<file path="config.mk">
export PLATFORM = sky130hd
export DESIGN_NAME = mc_seq
export DESIGN_NICKNAME = d
export VERILOG_FILES = /design/src/rtl/mc_pkg.sv /design/src/rtl/mc_decode.sv /design/src/rtl/mc_seq.sv
export SDC_FILE = /design/constraint.sdc
export NUM_CORES = 1
export LEC_CHECK = 0
export BUFFER_PORTS_ARGS = -buffer_cell sky130_fd_sc_hd__buf_2
export CORE_MARGIN = 5
export CORE_UTILIZATION = 56
export DETAILED_ROUTE_END_ITERATION = 8
export PLACE_DENSITY = 0.88
export RECOVER_POWER = 50
export SLEW_MARGIN = 30
export SYNTH_ARGS = -nofsm -noshare
export SYNTH_HDL_FRONTEND = slang
export SYNTH_SLANG_ARGS = --single-unit
</file>
<file path="constraint.sdc">
create_clock -name clk -period 3.1 [get_ports clk]
set_input_delay 0 -clock clk [delete_from_list [all_inputs] [get_ports clk]]
set_output_delay 0 -clock clk [all_outputs]
set_load 0.1 [all_outputs]
</file>
<file path="src/rtl/mc_pkg.sv">
// Shared definitions for the multicycle sequencer: state encoding,
// opcode constants, PC source selects and the decoded-opcode class.
package mc_pkg;

  typedef enum logic [2:0] {
    ST_RST    = 3'd0,
    ST_FETCH  = 3'd1,
    ST_DECODE = 3'd2,
    ST_EXEC   = 3'd3,
    ST_MEM    = 3'd4,
    ST_WB     = 3'd5,
    ST_HALT   = 3'd6
  } state_t;

  localparam logic [6:0] OP_R      = 7'b0110011;
  localparam logic [6:0] OP_I      = 7'b0010011;
  localparam logic [6:0] OP_LOAD   = 7'b0000011;
  localparam logic [6:0] OP_STORE  = 7'b0100011;
  localparam logic [6:0] OP_BRANCH = 7'b1100011;
  localparam logic [6:0] OP_JAL    = 7'b1101111;
  localparam logic [6:0] OP_JALR   = 7'b1100111;

  localparam logic [1:0] PC_PLUS4  = 2'b00;
  localparam logic [1:0] PC_BRANCH = 2'b01;
  localparam logic [1:0] PC_JAL    = 2'b10;
  localparam logic [1:0] PC_JALR   = 2'b11;

  localparam logic [2:0] F3_ADD_SUB = 3'b000;
  localparam logic [2:0] F3_SRL_SRA = 3'b101;
  localparam logic [6:0] F7_SUB     = 7'b0100000;

  // One-hot instruction class; all zero means the opcode is not recognised
  typedef struct packed {
    logic r_type;
    logic i_cal;
    logic load;
    logic store;
    logic branch;
    logic jal;
    logic jalr;
  } op_class_t;

  // PC source used when an instruction retires through write-back
  function automatic logic [1:0] wb_pc_sel(input op_class_t cls);
    logic [1:0] sel;
    sel = PC_PLUS4;
    if (cls.jal) begin
      sel = PC_JAL;
    end else if (cls.jalr) begin
      sel = PC_JALR;
    end
    return sel;
  endfunction

endpackage

</file>
<file path="src/rtl/mc_decode.sv">
// Combinational opcode classifier: one-hot class flags plus an illegal flag.
module mc_decode
  import mc_pkg::*;
(
  input  logic [6:0] operation,
  output op_class_t  op_class,
  output logic       illegal
);

  // Map the opcode onto exactly one class flag, or flag it as illegal
  always_comb begin
    op_class = '0;
    illegal  = 1'b0;
    case (operation)
      OP_R:      op_class.r_type = 1'b1;
      OP_I:      op_class.i_cal  = 1'b1;
      OP_LOAD:   op_class.load   = 1'b1;
      OP_STORE:  op_class.store  = 1'b1;
      OP_BRANCH: op_class.branch = 1'b1;
      OP_JAL:    op_class.jal    = 1'b1;
      OP_JALR:   op_class.jalr   = 1'b1;
      default:   illegal         = 1'b1;
    endcase
  end

endmodule

</file>
<file path="src/rtl/mc_seq.sv">
// Multicycle instruction sequencer: walks each instruction through
// fetch, decode, execute, memory and write-back, drives the datapath
// strobes, halts on an illegal opcode and counts retired instructions.
module mc_seq
  import mc_pkg::*;
#(
  parameter int CNT_W = 32
) (
  input  logic             clk,
  input  logic             rst_n,
  input  logic [6:0]       operation,
  input  logic [2:0]       funct3,
  input  logic [6:0]       funct7,
  input  logic             br_taken,
  input  logic             mem_ready,
  output logic             mem_req,
  output logic             mem_instr,
  output logic             mem_we,
  output logic             ir_we,
  output logic             pc_we,
  output logic [1:0]       pc_sel,
  output logic             rf_we,
  output logic             alu_sub,
  output logic             alu_sra,
  output logic             halted,
  output logic [CNT_W-1:0] instret
);

  state_t           state;
  op_class_t        op_class;
  logic             illegal;
  logic             mem_req_q;
  logic             mem_instr_q;
  logic             mem_we_q;
  logic             rf_we_q;
  logic             pc_we_q;
  logic [1:0]       pc_sel_q;
  logic             alu_sub_q;
  logic             alu_sra_q;
  logic             halted_q;
  logic [CNT_W-1:0] instret_q;
  logic             mem_done;

  mc_decode u_decode (
    .operation (operation),
    .op_class  (op_class),
    .illegal   (illegal)
  );

  assign mem_done = mem_req_q & mem_ready;

  // Advance the sequencer and register the outputs belonging to the state being entered
  always_ff @(posedge clk or negedge rst_n) begin
    if (!rst_n) begin
      state       <= ST_RST;
      mem_req_q   <= 1'b0;
      mem_instr_q <= 1'b0;
      mem_we_q    <= 1'b0;
      rf_we_q     <= 1'b0;
      pc_we_q     <= 1'b0;
      pc_sel_q    <= PC_PLUS4;
      alu_sub_q   <= 1'b0;
      alu_sra_q   <= 1'b0;
      halted_q    <= 1'b0;
    end else begin
      rf_we_q   <= 1'b0;
      pc_we_q   <= 1'b0;
      pc_sel_q  <= PC_PLUS4;
      alu_sub_q <= 1'b0;
      alu_sra_q <= 1'b0;
      case (state)
        ST_RST: begin
          state       <= ST_FETCH;
          mem_req_q   <= 1'b1;
          mem_instr_q <= 1'b1;
          mem_we_q    <= 1'b0;
        end
        ST_FETCH: begin
          if (mem_ready) begin
            state       <= ST_DECODE;
            mem_req_q   <= 1'b0;
            mem_instr_q <= 1'b0;
          end
        end
        ST_DECODE: begin
          if (illegal) begin
            state    <= ST_HALT;
            halted_q <= 1'b1;
          end else begin
            state     <= ST_EXEC;
            alu_sub_q <= op_class.r_type && (funct3 == F3_ADD_SUB) && (funct7 == F7_SUB);
            alu_sra_q <= (op_class.r_type || op_class.i_cal) && (funct3 == F3_SRL_SRA) && funct7[5];
            pc_we_q   <= op_class.branch;
          end
        end
        ST_EXEC: begin
          if (op_class.branch) begin
            state       <= ST_FETCH;
            mem_req_q   <= 1'b1;
            mem_instr_q <= 1'b1;
          end else if (op_class.load || op_class.store) begin
            state       <= ST_MEM;
            mem_req_q   <= 1'b1;
            mem_instr_q <= 1'b0;
            mem_we_q    <= op_class.store;
          end else begin
            state    <= ST_WB;
            rf_we_q  <= 1'b1;
            pc_we_q  <= 1'b1;
            pc_sel_q <= wb_pc_sel(op_class);
          end
        end
        ST_MEM: begin
          if (mem_ready) begin
            mem_we_q <= 1'b0;
            if (op_class.store) begin
              state       <= ST_FETCH;
              mem_req_q   <= 1'b1;
              mem_instr_q <= 1'b1;
            end else begin
              state     <= ST_WB;
              mem_req_q <= 1'b0;
              rf_we_q   <= 1'b1;
              pc_we_q   <= 1'b1;
              pc_sel_q  <= PC_PLUS4;
            end
          end
        end
        ST_WB: begin
          state       <= ST_FETCH;
          mem_req_q   <= 1'b1;
          mem_instr_q <= 1'b1;
        end
        ST_HALT: begin
          state <= ST_HALT;
        end
        default: begin
          state <= ST_RST;
        end
      endcase
    end
  end

  // Strobes that must react to memory completion or the branch result within the same cycle
  always_comb begin
    ir_we  = mem_done & mem_instr_q;
    pc_we  = pc_we_q | (mem_done & mem_we_q);
    pc_sel = pc_sel_q;
    if ((state == ST_EXEC) && op_class.branch) begin
      pc_sel = br_taken ? PC_BRANCH : PC_PLUS4;
    end
  end

  // Count every cycle in which the PC is updated, wrapping naturally
  always_ff @(posedge clk or negedge rst_n) begin
    if (!rst_n) begin
      instret_q <= '0;
    end else if (pc_we) begin
      instret_q <= instret_q + CNT_W'(1);
    end
  end

  assign mem_req   = mem_req_q;
  assign mem_instr = mem_instr_q;
  assign mem_we    = mem_we_q;
  assign rf_we     = rf_we_q;
  assign alu_sub   = alu_sub_q;
  assign alu_sra   = alu_sra_q;
  assign halted    = halted_q;
  assign instret   = instret_q;

endmodule

</file>
After elaboration in Yosys (flattened, before gate mapping)
Cells that the tools add are included.

Flip-flop bits (word level): 45. Input port bits: 21. Output and inout bits: 43. Word-level logic and storage cells: 102.

$add $sub $neg: 1. Equal/unequal tests: 21. Mux-type cells: 46. Bitwise gates (word level): 5. Reductions and logical operators: 18.

Operator list (count): 32-bit by 1-bit adder with 32-bit output, second input constant (1); 1-bit 2-to-1 mux (29); 7-bit by 6-bit equality test with 1-bit output, second input constant (3); 7-bit equality test, second input constant (3); 3-bit one-hot mux with 6 select lines (1); 3-bit 2-to-1 mux (5); 3-bit equality test, second input constant (4); 2-bit 2-to-1 mux (6); 2-bit inequality test, second input constant (5); 1-bit one-hot mux with 4 select lines (2); 4-bit AND reduction (2); 7-bit by 2-bit equality test with 1-bit output, second input constant (1); 7-bit by 5-bit equality test with 1-bit output, second input constant (1); 7-bit OR reduction (1); 3-bit by 2-bit equality test with 1-bit output, second input constant (2); 3-bit zero test (2); 1-bit one-hot mux with 3 select lines (2); 1-bit logical AND (5); 5-bit AND reduction (1); 2-bit AND reduction (2); 4-bit nonzero test (1); 1-bit AND (3); 3-bit by 1-bit equality test with 1-bit output, second input constant (1); 3-bit inequality test, second input constant (1); 6 further kinds (7).

Longest topological paths before layout
Gate-level depths: netlist (run 1).

Word-level depth: 7. Mapped depth: 6. Depth with buffers taken out: 5.

Modules after synthesis
A second synthesis (run 1) with hierarchy kept.

Cell total of the unflattened synthesis: 223. Area total of the unflattened synthesis: 2304.7 µm².

By module, submodules not included: mc_seq (instances 1, cells an instance 205, area each 2200.9 µm²); mc_decode (instances 1, cells an instance 18, area each 103.8 µm²).

Worst setup path after synthesis (run 1)
Ideal clock, no wire load.

Kind: reg-to-reg. Start: register mem_req_q (netlist: mem_req). End: register instret_q[24] (netlist: instret[24]). Library setup time: 0.163 ns. Arrival time: 2.562 ns. Required time: 2.937 ns. Slack: 0.375 ns. Stages on the path, launching flop included: 6. Path through: dfrtp_1 a31oi_1 inv_2 nand3_1 nor4_2 xor2_1.

Longest elaborated chain between the ends: 3.

RTL lines: from (decl) (line mc_seq.sv:32) `logic mem_req_q;`; from (signal assigned) (line mc_seq.sv:56) `mem_req_q <= 1'b0;`; from (signal assigned) (line mc_seq.sv:74) `mem_req_q <= 1'b1;`; from (signal assigned) (line mc_seq.sv:81) `mem_req_q <= 1'b0;`; 1-bit AND (line mc_seq.sv:50) `assign mem_done = mem_req_q & mem_ready;`; 1-bit AND (line mc_seq.sv:147) `pc_we = pc_we_q | (mem_done & mem_we_q);`; 1-bit OR (line mc_seq.sv:147); named net pc_we (line mc_seq.sv:20) `output logic pc_we,`; to (signal assigned) (line mc_seq.sv:159) `instret_q <= instret_q + CNT_W'(1);`; to (decl) (line mc_seq.sv:41) `logic [CNT_W-1:0] instret_q;`.

The timed path passes the listed nets, and every way through them passes these cells. A chain may end at the register's enable or synchronous reset.

Final worst setup path (run 1)
Start: input port operation[3]. End: register alu_sra_q (netlist: alu_sra).

Longest elaborated chain between the ends: 7.

RTL lines: from (decl) (line mc_seq.sv:11) `input logic [6:0] operation,`; 7-bit by 6-bit equality test with 1-bit output / 7-bit by 5-bit equality test with 1-bit output (equally long branches) (line mc_decode.sv:14) `case (operation)`; 1-bit 2-to-1 mux (line mc_decode.sv:14); 1-bit logical OR (line mc_seq.sv:92) `alu_sra_q <= (op_class.r_type || op_class.i_cal) && (funct3 == F3_SRL_SRA) && funct7[5];`; 1-bit logical AND (2 in a row) (line mc_seq.sv:92); 1-bit 2-to-1 mux * (line mc_seq.sv:86) `if (illegal) begin`; 1-bit 2-to-1 mux * (line mc_seq.sv:71) `case (state)`; to (signal assigned) (line mc_seq.sv:92); to (decl) (line mc_seq.sv:39) `logic alu_sra_q;`.

Every way passes the cells marked *; elsewhere a longest branch is shown, timed or not.

==> results of run 1 <==
==> kinds of logic after synthesis <==
| logic type | share of synthesized area |
|---|---|
| muxes | 0.00991 |
| buffers and inverters | 0.0308 |
| xor gates and xnor gates | 0.127 |
| adders and majority gates | 0.00550 |
| and+or+nand+nor | 0.271 |
| DFF | 0.495 |
| AOI/OAI and AO/OA | 0.0605 |
==> through the flow <==
| step | utilization | hold WS (ns) | instances |
|---|---|---|---|
| final | 0.706 | 0.0261 | 336 |
| after global routing | 0.706 | 0.0196 | 336 |
| after CTS | 0.711 | 0.0133 | 336 |
| after detailed placement | 0.658 | 0.195 | 319 |
| after global placement | 0.658 | 0.193 | 319 |
| after floorplan | - | -0.296 | 213 |
==> area by class of cell <==
type	count	area, µm²
timing repair buffer	72	383
clock inverter	2	37.5
multi-input combinational	152	1080
clock buffer	6	82.6
tap	50	62.6
fill	305	1170
sequential	45	1130
inverter	9	33.8
==> routing by layer <==
metal,part of all wire,track usage,vias to the layer above
met4,0.0091,0.0483,0
met2,0.50,0.335,75
met3,0.074,0.0465,6
li1,-,-,905
met1,0.41,0.253,906
met5,0,0,-
==> worst max-delay path, delay by kind of cell <==
kind / cells / cell delay, ns
and+or+nand+nor: 4 / 1.32
buffers and inverters: 3 / 1.19
==> cell usage in the layout (no fill, tap or decap), types with 4 or more instances in the layout <==
| cell type | netlist | routed |
|---|---|---|
| clkbuf_8 | 0 | 6 |
| nor4_2 | 8 | 8 |
| buf_2 | 2 | 42 |
| nor2b_1 | 4 | 4 |
| dfrtp_1 | 45 | 45 |
| nor4_1 | 7 | 7 |
| xnor2_1 | 18 | 18 |
| nand3_1 | 13 | 13 |
| nand2_1 | 19 | 19 |
| inv_1 | 8 | 8 |
| clkbuf_1 | 4 | 20 |
| dlygate4sd3_1 | 0 | 9 |
| o31ai_1 | 4 | 4 |
| o21ai_0 | 5 | 5 |
| nor3_1 | 11 | 11 |
| xor2_1 | 15 | 15 |
| and3_1 | 5 | 5 |
| nand4_1 | 7 | 7 |
==> state kept, by name (all words and copies together) (netlist names) <==
register   flops
instret       32
halted         1
mem_req        1
mem_we         1
mem_instr      1
alu_sra        1
pc_we_q        1
state          3
alu_sub        1
pc_sel_q       2
rf_we          1
==> worst min path at each step <==
stage,to,cells past startpoint
2_1_floorplan,alu_sra$_DFF_PN0_,0
3_3_place_gp,pc_sel_q[0]$_DFF_PN0_,2
3_5_place_dp,pc_sel_q[0]$_DFF_PN0_,2
4_1_cts,alu_sub$_DFF_PN0_,3
5_1_grt,alu_sub$_DFF_PN0_,3
6_report,alu_sub$_DFF_PN0_,3
==> power groups by stage <==
stage,logic [mW],registers (mW),clock network (mW)
floorplan,0.348,1.07,0
global placement,0.792,0.772,0
detailed placement,0.802,0.773,0
CTS,0.810,0.764,0.467
global route,0.849,0.781,0.488
finish,0.799,0.764,0.458
==> timing repair <==
action,4_1_cts,5_1_grt
hold buffers,9,0
endpoints found under the hold margin,49,0
resized for setup,0,0
==> impl_metrics.ini, run 1 <==
[setup_path]
cp-startpoint = operation[3]
reg2reg_depth = 5
worstPathRequired_ns = 3.33
end_kind = flop
cpMostUsedCell = dlygate4sd3_1
r2r_end = alu_sra$_DFF_PN0_
cp_data_arrival_time_ns = 2.52
crit_path_start_kind = input port
cp_max_fo = 9
endpoint = alu_sra$_DFF_PN0_
reg2reg_setup_slack_ns = 1.13
path_cells = dlygate4sd3_1, buf_2, nand4bb_1, or2_1, nor4_1, and3_1, dlygate4sd3_1
crit_slowest_cell = dlygate4sd3_1
r2r_start = state[0]$_DFFE_PN0P_
path_class = input port to flop
max_stage_delay_ns = 0.53

[logic_synthesis]
synth_seq_area_share = 0.495
yosys-top-cells-area = dfrtp_1 (50%), xnor2_1 (6.9%), xor2_1 (5.8%), nor4_2 (4.4%), nand2_1 (3.1%)
netlist_area_um2 = 2270
post_synth.cell_area_avg_um2 = 10.7
yosysMostFrequentCell = dfrtp_1
synthTopCellsByCount = dfrtp_1 (45), nand2_1 (19), xnor2_1 (18)
synth-edff-count = 0
yosys.area.top_type = dfrtp_1
yosysWarnings = 0
netlist_instances = 213
synth_top_cell_area_share = 0.495
ys_seq_elements = 45
syn_nets = 235
ys_async_sr_fraction = 1.00
yosysUniqueCellTypes = 43
synth_ff_type = dfrtp_1

[flow_run]
cap_violations = 0

[grt]
grt_pass1_vias = 1844
antenna_found_initial = 0
grt_start_max_net_pins = 46
grt.overflow.total = 0
grt_use_total = 0.197
grt_pass1_wl_mm = 8.41

[pwr]
internal-power_mw = 1.10
peakVddDrop_v = 0.000441
pwr-share-clk = 0.227
finalPower_mw = 2.02
combPwrFrac = 0.395
cellPowerDensity_nw_per_um2 = 721
netSwitchingFraction = 0.458
leakage_nw = 1.32
power_frac_seq = 0.378
switchingPower_mw = 0.926

[timing]
min_period_ns = 2.30
tns_ns = 0
setup_viol = 0
fin_crit_sh = 0.741
hold_viol = 0
skew_ns = 0.0129
rsz0062_at_grt = no
tightest_slew_ns = 1.22
slew_violations = 0
fin_ws_ns = 0.804
fmax_mhz = 436
maxSlewHeadroom = 0.191

[cts]
clk_pin_slew_ns = 0.07
numCtsBuffers = 5
cts-root-buf = clkbuf_8
cts_setup_buffers = 0
clock-sinks = 45
max-clock-path-buffers = 2
htreeDepth = 2
cts_tree = yes
clk_latency_ns = 0.30

[status]
run_status = finished, final reports clean

[die]
fp.dieH_um = 73.7
dieArea_um2 = 5430
ios = 64
fp-row-count = 23
placeableCoreArea_um2 = 3970
die_w_um = 73.7
initial_core_util = 0.572

[layout]
antennaDiodeCount = 0
drive_above_1_share = 0.234
fin_area_um2 = 2800
fin_nets = 307
area_growth_pct = 23.3

[placement]
dpl.hpwl_mm = 3.74
post_dp_cell_area_um2 = 2620
port_buffers = 63
globalplace.congestion = 0.970
pre_cts_ws_ns = 1.15

[route]
wirelength_mm = 5.05
viasPerCell = 5.63
final_antenna_net_count = 0
drc = 0
drt_iter0_markers = 142
wire_per_inst_um = 15.0
vias = 1892
drtPass1Iterations = 4

[worst_hold_path]
hp-start = funct7[1]
worstHoldPathType = input port to flop
Power figures use the tool's default switching activity.
==> run 2: changes to the inputs <==
--- a/config.mk
+++ b/config.mk
@@ -5,11 +5,12 @@
 export SDC_FILE = /design/constraint.sdc
 export NUM_CORES = 1
 export LEC_CHECK = 0
+export ABC_AREA = 1
 export BUFFER_PORTS_ARGS = -buffer_cell sky130_fd_sc_hd__buf_2
 export CORE_MARGIN = 5
-export CORE_UTILIZATION = 56
+export CORE_UTILIZATION = 49
 export DETAILED_ROUTE_END_ITERATION = 8
-export PLACE_DENSITY = 0.88
+export PLACE_DENSITY = 0.8
 export RECOVER_POWER = 50
 export SLEW_MARGIN = 30
 export SYNTH_ARGS = -nofsm -noshare
==> constraint.sdc (replaced) <==
create_clock -name clk -period 2.1 [get_ports clk]
set_input_delay 0 -clock clk [delete_from_list [all_inputs] [get_ports clk]]
set_output_delay 0 -clock clk [all_outputs]
set_load 0.1 [all_outputs]
==> run 2 against run 1 <==
  * Worst setup slack got worse by 0.70 ns
  * Non-clock buffer count unchanged
  * Routed wire length up 32%
  * Design area grew 17%
  * Register-to-register slack lost 0.57 ns
  * Sequential share of layout area shrank 5.6 points
  * Core utilization is 10 points lower
  * Global-route usage shrank 0.33 points
  * Synthesized cell count is 79% higher
  * Count of clock-buffer cells in the layout is 1 higher
  * Critical path type unchanged
  * Critical endpoint is now alu_sub$_DFF_PN0_
==> impl_metrics.ini, run 2 <==
[timing]
tns_ns = 0
fin_crit_sh = 0.950
fmax_mhz = 501
skew_ns = 0.00490
rsz0062_at_grt = no
slew_violations = 0
maxSlewHeadroom = 0.198
min_period_ns = 1.99
hold_viol = 0
tightest_slew_ns = 1.20
fin_ws_ns = 0.106
setup_viol = 0

[status]
run_status = finished, final reports clean

[route]
vias = 2648
drc = 0
final_antenna_net_count = 0
drt_iter0_markers = 125
wirelength_mm = 6.68
viasPerCell = 4.99
drtPass1Iterations = 4
wire_per_inst_um = 12.6

[die]
placeableCoreArea_um2 = 5440
die_w_um = 84.5
fp.dieH_um = 84.5
ios = 64
initial_core_util = 0.500
dieArea_um2 = 7140
fp-row-count = 27

[layout]
final_common_cell = nand2_1
fin_nets = 481
antennaDiodeCount = 0
area_growth_pct = 20.3
largest_reg_flops = 32
drive_above_1_share = 0.185
layout_common_cells = nand2_1 (145), nor2_1 (50), buf_2 (43)

[grt]
antenna_found_initial = 0
grt_pass1_vias = 2579
grt.overflow.total = 0
grt_start_max_net_pins = 26
grt_use_total = 0.194
grt_pass1_wl_mm = 11.4

[placement]
port_buffers = 63
dpl.hpwl_mm = 5.31
globalplace.congestion = 0.902
pre_cts_ws_ns = 0.595

[logic_synthesis]
synthTopCellsByCount = nand2_1 (145), nor2_1 (50), dfrtp_1 (45)
yosys.area.top_type = dfrtp_1
yosysMostFrequentCell = nand2_1
ys_seq_elements = 45
yosysUniqueCellTypes = 27
synth_ff_type = dfrtp_1
syn_nets = 403
post_synth.cell_area_avg_um2 = 7.13
yosys-top-cells-area = dfrtp_1 (41%), nand2_1 (20%), nor2_1 (6.9%), inv_1 (5.2%), xnor2_1 (3.2%)
synth_seq_area_share = 0.414
synth_top_cell_area_share = 0.414
netlist_area_um2 = 2720
synth-edff-count = 0
yosysWarnings = 0
ys_async_sr_fraction = 1.00
netlist_instances = 381

[setup_path]
crit_path_start_kind = input port
path_class = input port to flop
cp_data_arrival_time_ns = 2.21
cp_max_fo = 1
worstPathRequired_ns = 2.31
end_kind = flop

[cts]
max-clock-path-buffers = 2
holdBufCountCts = 8
cts_resized = 0
cts_tree = yes
cts_setup_buffers = 0
clock-sinks = 45
numCtsBuffers = 5
clk_pin_slew_ns = 0.08
htreeDepth = 2
clk_latency_ns = 0.29
cts-root-buf = clkbuf_8

[worst_hold_path]
worstHoldPathType = input port to flop

[pwr]
leakage_nw = 1.62
peakVddDrop_v = 0.00139
cellPowerDensity_nw_per_um2 = 903

[flow_run]
cap_violations = 0
==> run 2: final cells by class <==
cell class	instances	area, µm²
clock buffers	7	86.3
fillers	499	2170
multi-input cells	289	1410
repair buffers	72	375
flip-flops and latches	45	1130
well taps	72	90.1
inverters	46	173
==> run 2: stage by stage <==
step	instance area (µm²)	instances	util	power (mW)	hold slack, ns
3_3_place_gp	3140	516	0.578	2.41	-0.000488
3_5_place_dp	3140	516	0.578	2.45	0.00900
2_1_floorplan	2720	381	-	2.17	-0.296
6_report	3270	531	0.601	2.95	0.0687
4_1_cts	3310	531	0.608	2.99	0.0678
5_1_grt	3270	531	0.601	3.12	0.0963
==> run 2: path summary, 6_finish.rpt <==
kind                                        start                      end  slack, ns  cells after the start
max in group asynchronous                   rst_n  instret[31]$_DFFE_PN0P_       0.38                      3
hold reg to reg                halted$_DFFE_PN0P_       halted$_DFFE_PN0P_       0.47                      2
min in group asynchronous                   rst_n     state[2]$_DFFE_PN0P_       0.48                      2
hold / removal                       operation[0]    pc_sel_q[1]$_DFF_PN0_       0.07                      5
setup reg to reg           instret[0]$_DFFE_PN0P_  instret[18]$_DFFE_PN0P_       0.56                     10
setup / recovery                        funct7[3]        alu_sub$_DFF_PN0_       0.11                      7
==> run 2: worst max-delay path, stage by stage <==
cell and delay (ns):
dlygate4sd3_1 0.53, buf_2 0.12, nor4b_1 0.21, dlygate4sd3_1 0.58
nand3_1 0.06, dlygate4sd3_1 0.57, nor3_1 0.14
==> run 2: cell families (layout without fill, tap and decap cells) <==
family | Yosys count | in the layout | share of synthesized area
compound gates | 11 | 11 | 0.0212
xor+xnor | 19 | 19 | 0.0612
fa+ha+maj | 1 | 1 | 0.00460
buf+inv | 47 | 125 | 0.0654
flops | 45 | 45 | 0.414
simple gates | 258 | 258 | 0.433
==> run 2: routing by layer <==
metal  vias to the layer above  part of all wire  wire length [µm]  GRT usage
met3                        11             0.053               354     0.0432
met4                         0             0.013                88     0.0561
met2                        70              0.49              3260      0.325
met5                         -                 0                 0          0
li1                       1339                 -                 -          -
met1                      1228              0.45              2980      0.252
==> run 2: power by group <==
group	total (mW)	leakage, nW	internal, mW	switching, mW
clock network	0.534	0.0443	0.261	0.273
logic	1.30	0.990	0.253	1.05
registers	1.12	0.587	0.980	0.136
==> run 3: changes to the inputs <==
--- a/config.mk
+++ b/config.mk
@@ -7,7 +7,7 @@
 export LEC_CHECK = 0
 export ABC_AREA = 1
 export BUFFER_PORTS_ARGS = -buffer_cell sky130_fd_sc_hd__buf_2
-export CORE_MARGIN = 5
+export CORE_MARGIN = 1.5
 export CORE_UTILIZATION = 49
 export DETAILED_ROUTE_END_ITERATION = 8
 export PLACE_DENSITY = 0.8
==> constraint.sdc (replaced) <==
create_clock -name clk -period 2.1 [get_ports clk]
set_input_delay 0.42 -clock clk [delete_from_list [all_inputs] [get_ports clk]]
set_output_delay 0.42 -clock clk [all_outputs]
set_load 0.1 [all_outputs]
==> run 3 against run 2 <==
  * Sequential share of layout area down 0.20 points
  * Fmax up 1.4%
  * Flip-flop and latch count unchanged
  * Die area down 16%
  * Global-route usage up 3.9 points
  * Total power up 8.4%
  * Critical path depth unchanged
  * Critical path type is now flop to primary output
  * Largest power group unchanged
  * Highest routed layer unchanged
==> impl_metrics.ini, run 3 (synthesis results as in run 2) <==
[timing]
min_period_ns = 1.97
hold_viol = 0
skew_ns = 0.00840
tightest_slew_ns = 0.997
maxSlewHeadroom = 0.335
tns_ns = 0
setup_viol = 0
fin_ws_ns = 0.134
fin_crit_sh = 0.936
slew_violations = 0
fmax_mhz = 509
rsz0062_at_grt = no

[layout]
largest_reg_flops = 32
fin_nets = 474
antennaDiodeCount = 0
utilization = 0.628
fin_area_um2 = 3290
drive_above_1_share = 0.225
final_common_cell = nand2_1
layout_common_cells = nand2_1 (145), buf_2 (59), nor2_1 (53)
area_growth_pct = 21.0

[grt]
grt_use_total = 0.233
grt_pass1_wl_mm = 11.2
antenna_found_initial = 0
grt_start_max_net_pins = 20
grt_pass1_vias = 2467
grt.overflow.total = 0

[setup_path]
cp_max_fo = 5
r2r_start = mem_we$_DFFE_PN0P_
r2r_end = instret[21]$_DFFE_PN0P_
endpoint = pc_sel[0]
cp_data_arrival_time_ns = 1.55
crit_path_start_kind = flop
path_class = flop to primary output
end_kind = primary output
worstPathRequired_ns = 1.68
reg2reg_setup_slack_ns = 0.39
cp-startpoint = state[2]$_DFFE_PN0P_
reg2reg_depth = 6

[cts]
cts_tree = yes
clk_latency_ns = 0.30
htreeDepth = 2
clk_pin_slew_ns = 0.09
max-clock-path-buffers = 2
cts_resized = 0
holdBufCountCts = 0
cts-root-buf = clkbuf_8
clock-sinks = 45
cts_setup_buffers = 0
numCtsBuffers = 5

[worst_hold_path]
worstHoldPathType = input port to async pin

[placement]
post_dp_cell_area_um2 = 3180
pre_cts_ws_ns = 0.294
dpl.hpwl_mm = 4.91
globalplace.congestion = 0.897
port_buffers = 63

[pwr]
power_frac_seq = 0.345
cellPowerDensity_nw_per_um2 = 974
peakVddDrop_v = 0.000977
combPwrFrac = 0.413
pwr-share-clk = 0.242
netSwitchingFraction = 0.459
leakage_nw = 1.69
internal-power_mw = 1.73
switchingPower_mw = 1.47

[die]
dieArea_um2 = 6000
fp-row-count = 26
die_w_um = 77.5
ios = 64
initial_core_util = 0.519
fp.dieH_um = 77.5
placeableCoreArea_um2 = 5240

[route]
viasPerCell = 4.96
drtPass1Iterations = 4
drt_iter0_markers = 151
vias = 2596
wire_per_inst_um = 12.1
final_antenna_net_count = 0
drc = 0
wirelength_mm = 6.33

[flow_run]
cap_violations = 0

[status]
run_status = finished, final reports clean
[run 3: cell types whose count changed in the layout (fill, tap and decap cells not counted), sizes merged]
cell,delta
clkbuf,-20
buf,+19
dlygate4sd3,-8
bufinv,+2
clkinv,+1
[run 3: worst min-delay path by stage]
stage                       from               endpoint  slack [ns]  cells past startpoint
CTS                        rst_n   state[0]$_DFFE_PN0P_        0.05                      1
detailed placement         rst_n      alu_sra$_DFF_PN0_        0.38                      1
floorplan                  rst_n      alu_sra$_DFF_PN0_        0.12                      0
finish                     rst_n   state[0]$_DFFE_PN0P_        0.25                      1
global route        operation[3]  pc_sel_q[0]$_DFF_PN0_        0.31                      2
global placement           rst_n      alu_sub$_DFF_PN0_        0.38                      1
[run 3: critical path, stage by stage (launching register included)]
cell and delay [ns]:
dfrtp_1 0.45, inv_2 0.12, nand3_2 0.11, inv_2 0.12, nand2_1 0.11, nand2_1 0.08
nand2_1 0.08, buf_12 0.17
[run 3: metrics by stage]
stage | cells | power (mW) | hold slack [ns]
after floorplan | 381 | 2.17 | 0.124
after global placement | 515 | 2.43 | 0.384
after detailed placement | 515 | 2.46 | 0.380
after CTS | 523 | 3.24 | 0.0476
after global routing | 523 | 3.38 | 0.307
final | 523 | 3.20 | 0.253
[run 3: area by class of cell]
type	instances	area [µm²]
fill	480	1950
multi-input combinational	289	1400
sequential	45	1130
timing repair buffer	65	368
inverter	46	173
tap	70	87.6
clock buffer	5	68.8
clock inverter	3	65.1
[run 3: per-layer routing]
layer | up-vias | global-route usage | wire [µm]
met2 | 86 | 0.368 | 3020
met5 | - | 0 | 0
met1 | 1178 | 0.315 | 2870
met4 | 0 | 0.0891 | 119
li1 | 1319 | - | -
met3 | 13 | 0.0459 | 317
[run 3: power groups by stage]
stage | clock network [mW] | registers, mW | logic, mW
floorplan | 0 | 1.62 | 0.557
global placement | 0 | 1.12 | 1.32
detailed placement | 0 | 1.12 | 1.33
CTS | 0.785 | 1.10 | 1.34
global route | 0.836 | 1.12 | 1.42
finish | 0.773 | 1.11 | 1.32
